--- src/rtl/vga_sync_if.sv ---
// Scan-timing bundle between the VGA sync controller and the pixel generator.
// The controller drives the timing outputs; the consumer drives enable.
interface vga_sync_if #(
  parameter int CNT_W = 10
);
  logic             enable;
  logic             pixel_tick;
  logic [CNT_W-1:0] pixel_x;
  logic [CNT_W-1:0] pixel_y;
  logic             hsync;
  logic             vsync;
  logic             video_on;
  logic             frame_start;

  modport master (
    input  enable,
    output pixel_tick, pixel_x, pixel_y, hsync, vsync, video_on, frame_start
  );

  modport slave (
    output enable,
    input  pixel_tick, pixel_x, pixel_y, hsync, vsync, video_on, frame_start
  );
endinterface

--- src/rtl/vga_sync_controller.sv ---
// Single-clock VGA scan generator: pixel divider, h/v counters and sync decode.
// Define VGA_SYNC_REG_OUT_EN to register hsync/vsync/video_on (one pixel lag).
module vga_sync_controller #(
  parameter int PIXEL_DIV = 2,
  parameter int H_DISPLAY = 640,
  parameter int H_FRONT   = 16,
  parameter int H_SYNC    = 96,
  parameter int H_BACK    = 48,
  parameter int V_DISPLAY = 480,
  parameter int V_FRONT   = 10,
  parameter int V_SYNC    = 2,
  parameter int V_BACK    = 33,
  parameter int CNT_W     = 10
) (
  input logic        clock,
  input logic        reset,
  vga_sync_if.master vga
);
  localparam int H_TOTAL = H_DISPLAY + H_FRONT + H_SYNC + H_BACK;
  localparam int V_TOTAL = V_DISPLAY + V_FRONT + V_SYNC + V_BACK;
  localparam int DIV_W   = (PIXEL_DIV > 1) ? $clog2(PIXEL_DIV) : 1;

  localparam logic [DIV_W-1:0] DIV_LAST = DIV_W'(PIXEL_DIV - 1);
  localparam logic [CNT_W-1:0] H_LAST   = CNT_W'(H_TOTAL - 1);
  localparam logic [CNT_W-1:0] V_LAST   = CNT_W'(V_TOTAL - 1);
  localparam logic [CNT_W-1:0] H_VIS    = CNT_W'(H_DISPLAY);
  localparam logic [CNT_W-1:0] V_VIS    = CNT_W'(V_DISPLAY);
  localparam logic [CNT_W-1:0] HS_START = CNT_W'(H_DISPLAY + H_FRONT);
  localparam logic [CNT_W-1:0] HS_END   = CNT_W'(H_DISPLAY + H_FRONT + H_SYNC);
  localparam logic [CNT_W-1:0] VS_START = CNT_W'(V_DISPLAY + V_FRONT);
  localparam logic [CNT_W-1:0] VS_END   = CNT_W'(V_DISPLAY + V_FRONT + V_SYNC);

  logic [DIV_W-1:0] div;
  logic [CNT_W-1:0] h_count;
  logic [CNT_W-1:0] v_count;
  logic             tick;
  logic             hsync_dec;
  logic             vsync_dec;
  logic             video_dec;

  // Gating with reset keeps the tick quiet during reset even when PIXEL_DIV is 1.
  assign tick = reset && vga.enable && (div == DIV_LAST);

  always_ff @(posedge clock or negedge reset) begin
    if (!reset) begin
      div     <= '0;
      h_count <= '0;
      v_count <= '0;
    end else if (vga.enable) begin
      div <= (div == DIV_LAST) ? '0 : div + 1'b1;
      if (tick) begin
        if (h_count == H_LAST) begin
          h_count <= '0;
          v_count <= (v_count == V_LAST) ? '0 : v_count + 1'b1;
        end else begin
          h_count <= h_count + 1'b1;
        end
      end
    end
  end

  always_comb begin
    hsync_dec = !((h_count >= HS_START) && (h_count < HS_END));
    vsync_dec = !((v_count >= VS_START) && (v_count < VS_END));
    video_dec = (h_count < H_VIS) && (v_count < V_VIS);
  end

`ifdef VGA_SYNC_REG_OUT_EN
  logic hsync_q;
  logic vsync_q;
  logic video_q;

  // Sampled from the pre-increment counters, so these trail pixel_x/pixel_y by one pixel.
  always_ff @(posedge clock or negedge reset) begin
    if (!reset) begin
      hsync_q <= 1'b1;
      vsync_q <= 1'b1;
      video_q <= 1'b0;
    end else if (tick) begin
      hsync_q <= hsync_dec;
      vsync_q <= vsync_dec;
      video_q <= video_dec;
    end
  end

  assign vga.hsync    = hsync_q;
  assign vga.vsync    = vsync_q;
  assign vga.video_on = video_q;
`else
  assign vga.hsync    = hsync_dec;
  assign vga.vsync    = vsync_dec;
  assign vga.video_on = video_dec;
`endif

  assign vga.pixel_tick  = tick;
  assign vga.pixel_x     = h_count;
  assign vga.pixel_y     = v_count;
  assign vga.frame_start = tick && (h_count == '0) && (v_count == '0);
endmodule
--- src/flat_wrapper.sv ---
// flat-port wrapper written by rule: the top's interface ports become plain ports
module vga_sync_controller_flat 
#(
  parameter int PIXEL_DIV = 2,
  parameter int H_DISPLAY = 640,
  parameter int H_FRONT   = 16,
  parameter int H_SYNC    = 96,
  parameter int H_BACK    = 48,
  parameter int V_DISPLAY = 480,
  parameter int V_FRONT   = 10,
  parameter int V_SYNC    = 2,
  parameter int V_BACK    = 33,
  parameter int CNT_W     = 10
)
  (clock, reset, vga_enable, vga_pixel_tick, vga_pixel_x, vga_pixel_y, vga_hsync, vga_vsync, vga_video_on, vga_frame_start);
  vga_sync_if #(.CNT_W(CNT_W)) vga_i ();
  input logic clock;
  input logic reset;
  input wire logic [$bits(vga_i.enable)-1:0] vga_enable;
  output wire logic [$bits(vga_i.pixel_tick)-1:0] vga_pixel_tick;
  output wire logic [$bits(vga_i.pixel_x)-1:0] vga_pixel_x;
  output wire logic [$bits(vga_i.pixel_y)-1:0] vga_pixel_y;
  output wire logic [$bits(vga_i.hsync)-1:0] vga_hsync;
  output wire logic [$bits(vga_i.vsync)-1:0] vga_vsync;
  output wire logic [$bits(vga_i.video_on)-1:0] vga_video_on;
  output wire logic [$bits(vga_i.frame_start)-1:0] vga_frame_start;
  assign vga_i.enable = vga_enable;
  assign vga_pixel_tick = vga_i.pixel_tick;
  assign vga_pixel_x = vga_i.pixel_x;
  assign vga_pixel_y = vga_i.pixel_y;
  assign vga_hsync = vga_i.hsync;
  assign vga_vsync = vga_i.vsync;
  assign vga_video_on = vga_i.video_on;
  assign vga_frame_start = vga_i.frame_start;
  vga_sync_controller #(.PIXEL_DIV(PIXEL_DIV), .H_DISPLAY(H_DISPLAY), .H_FRONT(H_FRONT), .H_SYNC(H_SYNC), .H_BACK(H_BACK), .V_DISPLAY(V_DISPLAY), .V_FRONT(V_FRONT), .V_SYNC(V_SYNC), .V_BACK(V_BACK), .CNT_W(CNT_W)) u_core (.clock(clock), .reset(reset), .vga(vga_i));
endmodule
--- config.mk ---
export PLATFORM = sky130hd
export DESIGN_NAME = vga_sync_controller_flat
export DESIGN_NICKNAME = d
export VERILOG_FILES = /design/src/rtl/vga_sync_if.sv /design/src/rtl/vga_sync_controller.sv /design/src/flat_wrapper.sv
export SDC_FILE = /design/constraint.sdc
export NUM_CORES = 1
export LEC_CHECK = 0
export BUFFER_PORTS_ARGS = -buffer_cell sky130_fd_sc_hd__buf_2
export CAP_MARGIN = 0
export CORE_AREA = 5 5 53 55
export CTS_CLUSTER_SIZE = 8
export DETAILED_ROUTE_END_ITERATION = 6
export DIE_AREA = 0 0 58 60
export HOLD_SLACK_MARGIN = 0.06
export PLACE_DENSITY = 0.77
export RECOVER_POWER = 25
export SYNTH_ARGS = -nofsm -noshare
export SYNTH_HDL_FRONTEND = slang
export SYNTH_SLANG_ARGS = --single-unit
--- constraint.sdc ---
create_clock -name clock -period 2.92 [get_ports clock]
set_clock_uncertainty 0.15 [all_clocks]
set_input_delay 0.146 -clock clock [delete_from_list [all_inputs] [get_ports clock]]
set_output_delay 0.146 -clock clock [all_outputs]
set_load 0.005 [all_outputs]
==> results of run 1 <==
-- how the worst min path moves through the flow --
stage | startpoint | slack, ns | endpoint | cells after the start
2_1_floorplan | reset | -0.30 | u_core.div | 0
3_3_place_gp | reset | 0.04 | u_core.vga.pixel_y[9] | 2
3_5_place_dp | reset | 0.04 | u_core.div | 2
4_1_cts | reset | 0.26 | u_core.div | 3
5_1_grt | u_core.vga.pixel_y[8] | 0.40 | u_core.vga.pixel_y[8] | 1
6_report | u_core.vga.pixel_y[8] | 0.37 | u_core.vga.pixel_y[8] | 1
-- metrics by stage --
step	util, %	hold WS (ns)	instances	power, mW
after global placement	58.1	0.0405	179	0.494
after floorplan	-	-0.300	124	0.438
after CTS	60.0	0.261	185	0.638
final	59.8	0.366	185	0.630
after detailed placement	58.1	0.0383	179	0.499
after global routing	59.8	0.399	185	0.675
-- power by group through the flow --
stage | combinational, mW | sequential (mW) | clock, mW
2_1_floorplan | 0.0709 | 0.367 | 0
3_3_place_gp | 0.125 | 0.369 | 0
4_1_cts | 0.129 | 0.368 | 0.141
3_5_place_dp | 0.124 | 0.375 | 0
6_report | 0.125 | 0.369 | 0.136
5_1_grt | 0.146 | 0.374 | 0.155
-- repair_timing --
item	in CTS	in global routing
endpoints found under the hold margin	22	0
setup buffers	0	0
hold buffers	2	0
-- state kept, by name (all words and copies together) (netlist names) --
register / cells
u_core.div: 1
u_core.vga.pixel_x: 10
u_core.vga.pixel_y: 10
-- cell families (layout without fill, tap and decap cells) --
| group | count (synthesis) | in the layout | share of synthesized area [%] |
|---|---|---|---|
| adder cells (fa/ha/maj) | 4 | 4 | 4.15 |
| AND/OR/NAND/NOR | 63 | 63 | 31.5 |
| buffers and inverters | 9 | 40 | 4.26 |
| AO/OA/AOI/OAI | 16 | 16 | 8.52 |
| XOR/XNOR | 11 | 11 | 8.00 |
| flip-flops | 21 | 21 | 43.6 |
-- worst max-delay path, stage by stage (launching register included) --
cell and delay (ns):
dfrtp_1 0.47, inv_1 0.09, ha_1 0.13, nor4b_1 0.51, nand4_1 0.17, nor4_1 0.34
buf_2 0.18
-- final cells by class --
| cell class | instances | area, um2 |
|---|---|---|
| fill | 220 | 941 |
| timing repair buffer | 31 | 165 |
| inverter | 5 | 18.8 |
| sequential | 21 | 526 |
| clock buffer | 4 | 26.3 |
| tap | 30 | 37.5 |
| multi-input combinational | 94 | 628 |
-- placed cells by master, fill, tap and decap left out, drive strengths merged, types with 2 or more instances in the layout --
master and count:
nor4 3, ha 4, and2 3, xnor2 4
a21oi 2, o31ai 2, nand4 8, or3 4
o21a 2, o21ai 6, nor3 2, nand4b 2
nor2 8, nor2b 2, inv 4, dfrtp 21
nor4b 3, dlygate4sd3 2, clkbuf 6, nand2 12
buf 27, xor2 7, nand3 11
-- layer usage --
layer	wire, um	vias to the layer above	global-route usage (%)	share of wire, %
li1	-	510	-	-
met1	1280	502	23.9	45
met2	1330	46	28.9	47
met4	31	0	8.28	1.1
met3	201	4	3.46	7.1
met5	0	-	0	0
==> results by group, run 1 <==
Synthesis
  • Area contributors post-synth: dfrtp_1 44%, xor2_1 5.1%, ha_1 4.2%, nand3_1 4.2%, nand4_1 4.2%
  • Synth Register Bits: 21
  • Mapped Area: 1200 um2
  • Number of synthesized flops with an enable pin: 0
  • Yosys cell types: 36
  • Share of the synthesized area in the top cell type: 43.6%
  • Synthesized area per cell: 9.72 um2
  • Synth Warn #: 0
  • Mapped Nets: 131
  • Post-synthesis sequential area ratio: 43.6%
  • Synth async-reset ratio: 100%
  • Syn Inst Count: 124
  • Yosys top cell by area: dfrtp_1
  • Count leader, synth: dfrtp_1
  • Synth top cells by count: 21 x dfrtp_1, 12 x nand2_1, 10 x nand3_1
  • Main flop type after synthesis: dfrtp_1

CTS
  • CTS Buf Count: 3
  • Clock transition at the registers of the reported paths: 0.11 ns
  • TritonCTS clock tree: done
  • CTS Buffer Depth: 2
  • Post-CTS sizing: 0
  • Clock Latency Late Sink: 0.29 ns
  • Root Driver: clkbuf_4
  • H-tree level count: 1
  • CTS Sinks: 21

Layout
  • P&R area growth vs syn: 16.3%
  • Design area: 1400 um2
  • Layout cells sized above 1: 22.6%
  • Antenna cells: 0
  • Final net count: 163

Power and ir drop
  • Clock power frac: 21.6%
  • Switching share of power: 30.9%
  • PwrDens: 449 nW/um2
  • Internal Pwr Total: 0.435 mW
  • Reg power frac: 58.6%
  • Worst IR Drop VDD: 0.412 mV
  • Pleak: 0.681 nW
  • Comb pwr share: 19.8%
  • Net switching power: 0.195 mW

Placed design
  • Number of port buffers: 27
  • GPL Wtd Cong: 0.871
  • Pre-CTS setup slack: 0.808 ns
  • Cell area after placement: 1360 um2
  • Detailed Place HPWL: 2.13 mm

Flow run
  • Max Cap Violations: 0

Timing
  • Final Slew Violations: 0
  • RSZ-0062 raised after global routing: no
  • Final worst path period share: 84.6%
  • Hold Vio Cnt, Final: 0
  • Final setup viols: 0
  • Setup_tns: 0 ns
  • Max-slew headroom: 24.8%
  • Max Fclk: 405 MHz
  • Setup slack after layout: 0.449 ns
  • Min Tclk post-route: 2.47 ns
  • Actual slew at the worst max-slew pin: 1.13 ns

Hold path
  • Hold Path Class: reg -> reg

GRT
  • Vias in the first global route: 1,086
  • First-pass GRT wire length: 4.93 mm
  • Largest net degree at the start of global routing: 22
  • Overall routing resource usage: 18.1%
  • Initial antenna violation count: 0
  • Grt ovf: 0

Floorplanning
  • Die area: 3480 um2
  • Die Width: 58 um
  • Initial Util: 51.4%
  • I/O Pins: 28
  • Die height: 60 um
  • Area of the core: 2340 um2
  • Rows: 18

Routing
  • Drt pass-1 iters: 4
  • Avg WL per Cell: 15.4 um
  • Detail Route Antenna Nets: 0
  • WL final: 2.85 mm
  • Vias/cell: 5.74
  • Via count: 1,062
  • Starting DRT DRC Count: 26
  • DRC: 0

Critical path
  • Required time of the critical path: 2.62 ns
  • R2R cell count: 6
  • Worst Path Arrival: 2.18 ns
  • Reg-to-reg endpoint: u_core.vga.pixel_y[5]
  • Crit. Startpoint: u_core.vga.pixel_y[0]
  • Worst setup SP type: register
  • Element type at the critical path end: output port
  • Type of the worst setup path: reg -> out
  • Worst r2r src: u_core.vga.pixel_x[0]
  • R2r setup slk: 0.74 ns
  • CP Max Fanout: 7
  • CP endpoint: vga_frame_start

Outcome
  • Status: complete, no violations
Power figures use the tool's default switching activity.
==> run 2: changes to the inputs <==
- CORE_AREA: 5 5 53 55 -> 5 5 57 59
- DIE_AREA: 0 0 58 60 -> 0 0 62 64
- PLACE_DENSITY: 0.77 -> 0.7
- clock period: 2.92 -> 2 ns (I/O delays scaled with it)
==> results by group, run 2 (same netlist as run 1, synthesis figures left out) <==
Timing
  • Min Tclk post-route: 2.00 ns
  • Actual slew at the worst max-slew pin: 1.17 ns (+0.0456 ns)
  • Hold Vio Cnt, Final: 0 (unchanged)
  • Max Fclk: 500 MHz
  • Final Slew Violations: 0 (unchanged)
  • Max-slew headroom: 21.8% (-3.0 points)
  • RSZ-0062 raised after global routing: yes
  • Final setup viols: 0 (unchanged)
  • Setup slack after layout: 0.000739 ns (-0.448 ns)
  • Final worst path period share: 100%

Critical path
  • Crit path largest cell delay: 0.61 ns (+0.10 ns)
  • CP Max Fanout: 6 (-1)
  • Slowest CP cell: or4_4
  • Worst Path Arrival: 2.04 ns (-0.14 ns)
  • CP Buf/Inv Count: 2 (unchanged)
  • Type of the worst setup path: in -> reg
  • Element type at the critical path end: register
  • CP delay by family, top: simple AND/OR/NAND/NOR gates
  • Worst-path cell chain: dlygate4sd3_1, clkbuf_1, nand3_4, or4_4, o211a_1, or3_1
  • Worst setup SP type: input port
  • Required time of the critical path: 2.04 ns (-0.58 ns)

Floorplanning
  • Initial Util: 45.3% (-6.2 points)
  • Area of the core: 2660 um2 (+14%)
  • Die height: 64 um (+6.7%)
  • Die area: 3970 um2 (+14%)
  • Die Width: 62 um (+6.9%)
  • I/O Pins: 28 (unchanged)
  • Rows: 19 (+1)

Layout
  • Multi-input logic area: 666 um2 (+6.0%)
  • Commonest non-fill, non-tap cells in the layout: 26 x buf_2, 21 x buf_4, 21 x dfrtp_1, 12 x nand2_1, 10 x nand3_1
  • Final net count: 183 (+12%)
  • Register area: 526 um2 (unchanged)
  • Non-filler instance count after layout: 206 (+11%)
  • P&R area growth vs syn: 32.0%
  • Fillcell total: 231 (+5.0%)
  • Commonest non-fill, non-tap cell in the layout: buf_2
  • Layout cells sized above 1: 33.7% (+11 points)
  • Design area: 1590 um2 (+13%)
  • Antenna cells: 0 (unchanged)
  • Fin util: 59.7% (-0.10 points)

GRT
  • Vias in the first global route: 1,127 (+3.8%)
  • GRT Max-Usage Layer: met2
  • GR Util met1: 21.0% (-2.9 points)
  • Grt ovf: 0 (unchanged)
  • Initial antenna violation count: 0 (unchanged)
  • Overall routing resource usage: 16.7% (-1.4 points)
  • First-pass GRT wire length: 5.02 mm (+2.0%)
  • Met3 Use GR: 3.42% (-0.035 points)
  • M2 GR Usage: 26.6% (-2.3 points)
  • Largest net degree at the start of global routing: 22 (unchanged)

Routing
  • Avg WL per Cell: 14.4 um (-6.3%)
  • Detail Route Antenna Nets: 0 (unchanged)
  • Drt pass-1 iters: 4 (unchanged)
  • WL final: 2.97 mm (+4.3%)
  • Via count: 1,114 (+4.9%)
  • DRC: 0 (unchanged)
  • Starting DRT DRC Count: 70 (+170%)
  • Vias/cell: 5.41 (-5.8%)

Placed design
  • Placed cell count: 196 (+9.5%)
  • Number of port buffers: 27 (unchanged)
  • Cell area after placement: 1480 um2 (+8.9%)
  • GPL Wtd Cong: 0.790 (-9.3%)
  • Pre-CTS setup slack: 0.0253 ns (-0.782 ns)
  • Detailed Place HPWL: 2.21 mm (+3.9%)

Power and ir drop
  • PwrDens: 640 nW/um2 (+43%)
  • Worst IR Drop VDD: 0.746 mV (+81%)
  • Pleak: 0.791 nW (+16%)

CTS
  • TritonCTS clock tree: done
  • Clock transition at the registers of the reported paths: 0.12 ns (about the same)
  • Root Driver: clkbuf_4
  • CTS Buf Count: 3 (unchanged)
  • Clock Latency Late Sink: 0.31 ns (+0.02 ns)
  • H-tree level count: 1 (unchanged)
  • CTS Buffer Depth: 2 (unchanged)
  • CTS Sinks: 21 (unchanged)

Flow run
  • Max Cap Violations: 0 (unchanged)

Outcome
  • Status: complete, no violations

Hold path
  • Hold Path Class: reg -> reg
[run 2: cell count changes in the layout (fill, tap and decap cells not counted), sizes merged]
cell and delta:
buf +20
[run 2: per-layer routing]
| metal | part of all wire [%] | vias to the layer above |
|---|---|---|
| li1 | - | 551 |
| met1 | 45 | 531 |
| met2 | 48 | 28 |
| met3 | 5.3 | 4 |
| met4 | 1.6 | 0 |
| met5 | 0 | - |
[run 2: final timing paths]
check | startpoint | to | slack, ns | cells after the start
setup / recovery | reset | u_core.vga.pixel_x[9] | 0.0007 | 6
hold / removal | u_core.div | u_core.div | 0.38 | 1
max in group asynchronous | reset | u_core.vga.pixel_x[7] | 0.40 | 3
hold reg to reg | u_core.div | u_core.div | 0.38 | 1
setup reg to reg | u_core.vga.pixel_x[0] | u_core.vga.pixel_x[9] | 0.0007 | 5
min in group asynchronous | reset | u_core.vga.pixel_y[7] | 0.60 | 3
[run 2: repair_timing]
| action | CTS | global route |
|---|---|---|
| hold buffers | 2 | 0 |
| resized for setup | 4 | 2 |
| hold endpoints to repair | 24 | 0 |
| endpoints found under the setup margin | 1 | 9 |
| pin swaps | 1 | 1 |
| buffers inserted | 2 | 2 |
[run 2: area by class of cell]
| type | instances | share of cell area, % |
|---|---|---|
| multi-input cells | 94 | 41.9 |
| repair buffers | 51 | 19.8 |
| clock buffers | 4 | 1.65 |
| flip-flops and latches | 21 | 33.0 |
| inverters | 5 | 1.18 |
| well taps | 31 | 2.44 |
[run 2: power breakdown]
| group | internal, mW | switching [mW] | total [mW] |
|---|---|---|---|
| Sequential | 0.471 | 0.0351 | 0.506 |
| Combinational | 0.156 | 0.147 | 0.303 |
| Clock | 0.0778 | 0.131 | 0.209 |
[run 2: through the flow]
| step | setup TNS [ns] | hold WS [ns] | power, mW |
|---|---|---|---|
| global route | -0.257 | 0.390 | 1.09 |
| global placement | 0 | -0.00178 | 0.777 |
| detailed placement | 0 | 0.00651 | 0.790 |
| finish | 0 | 0.380 | 1.02 |
| floorplan | -0.0344 | -0.346 | 0.639 |
| CTS | 0 | 0.197 | 1.02 |
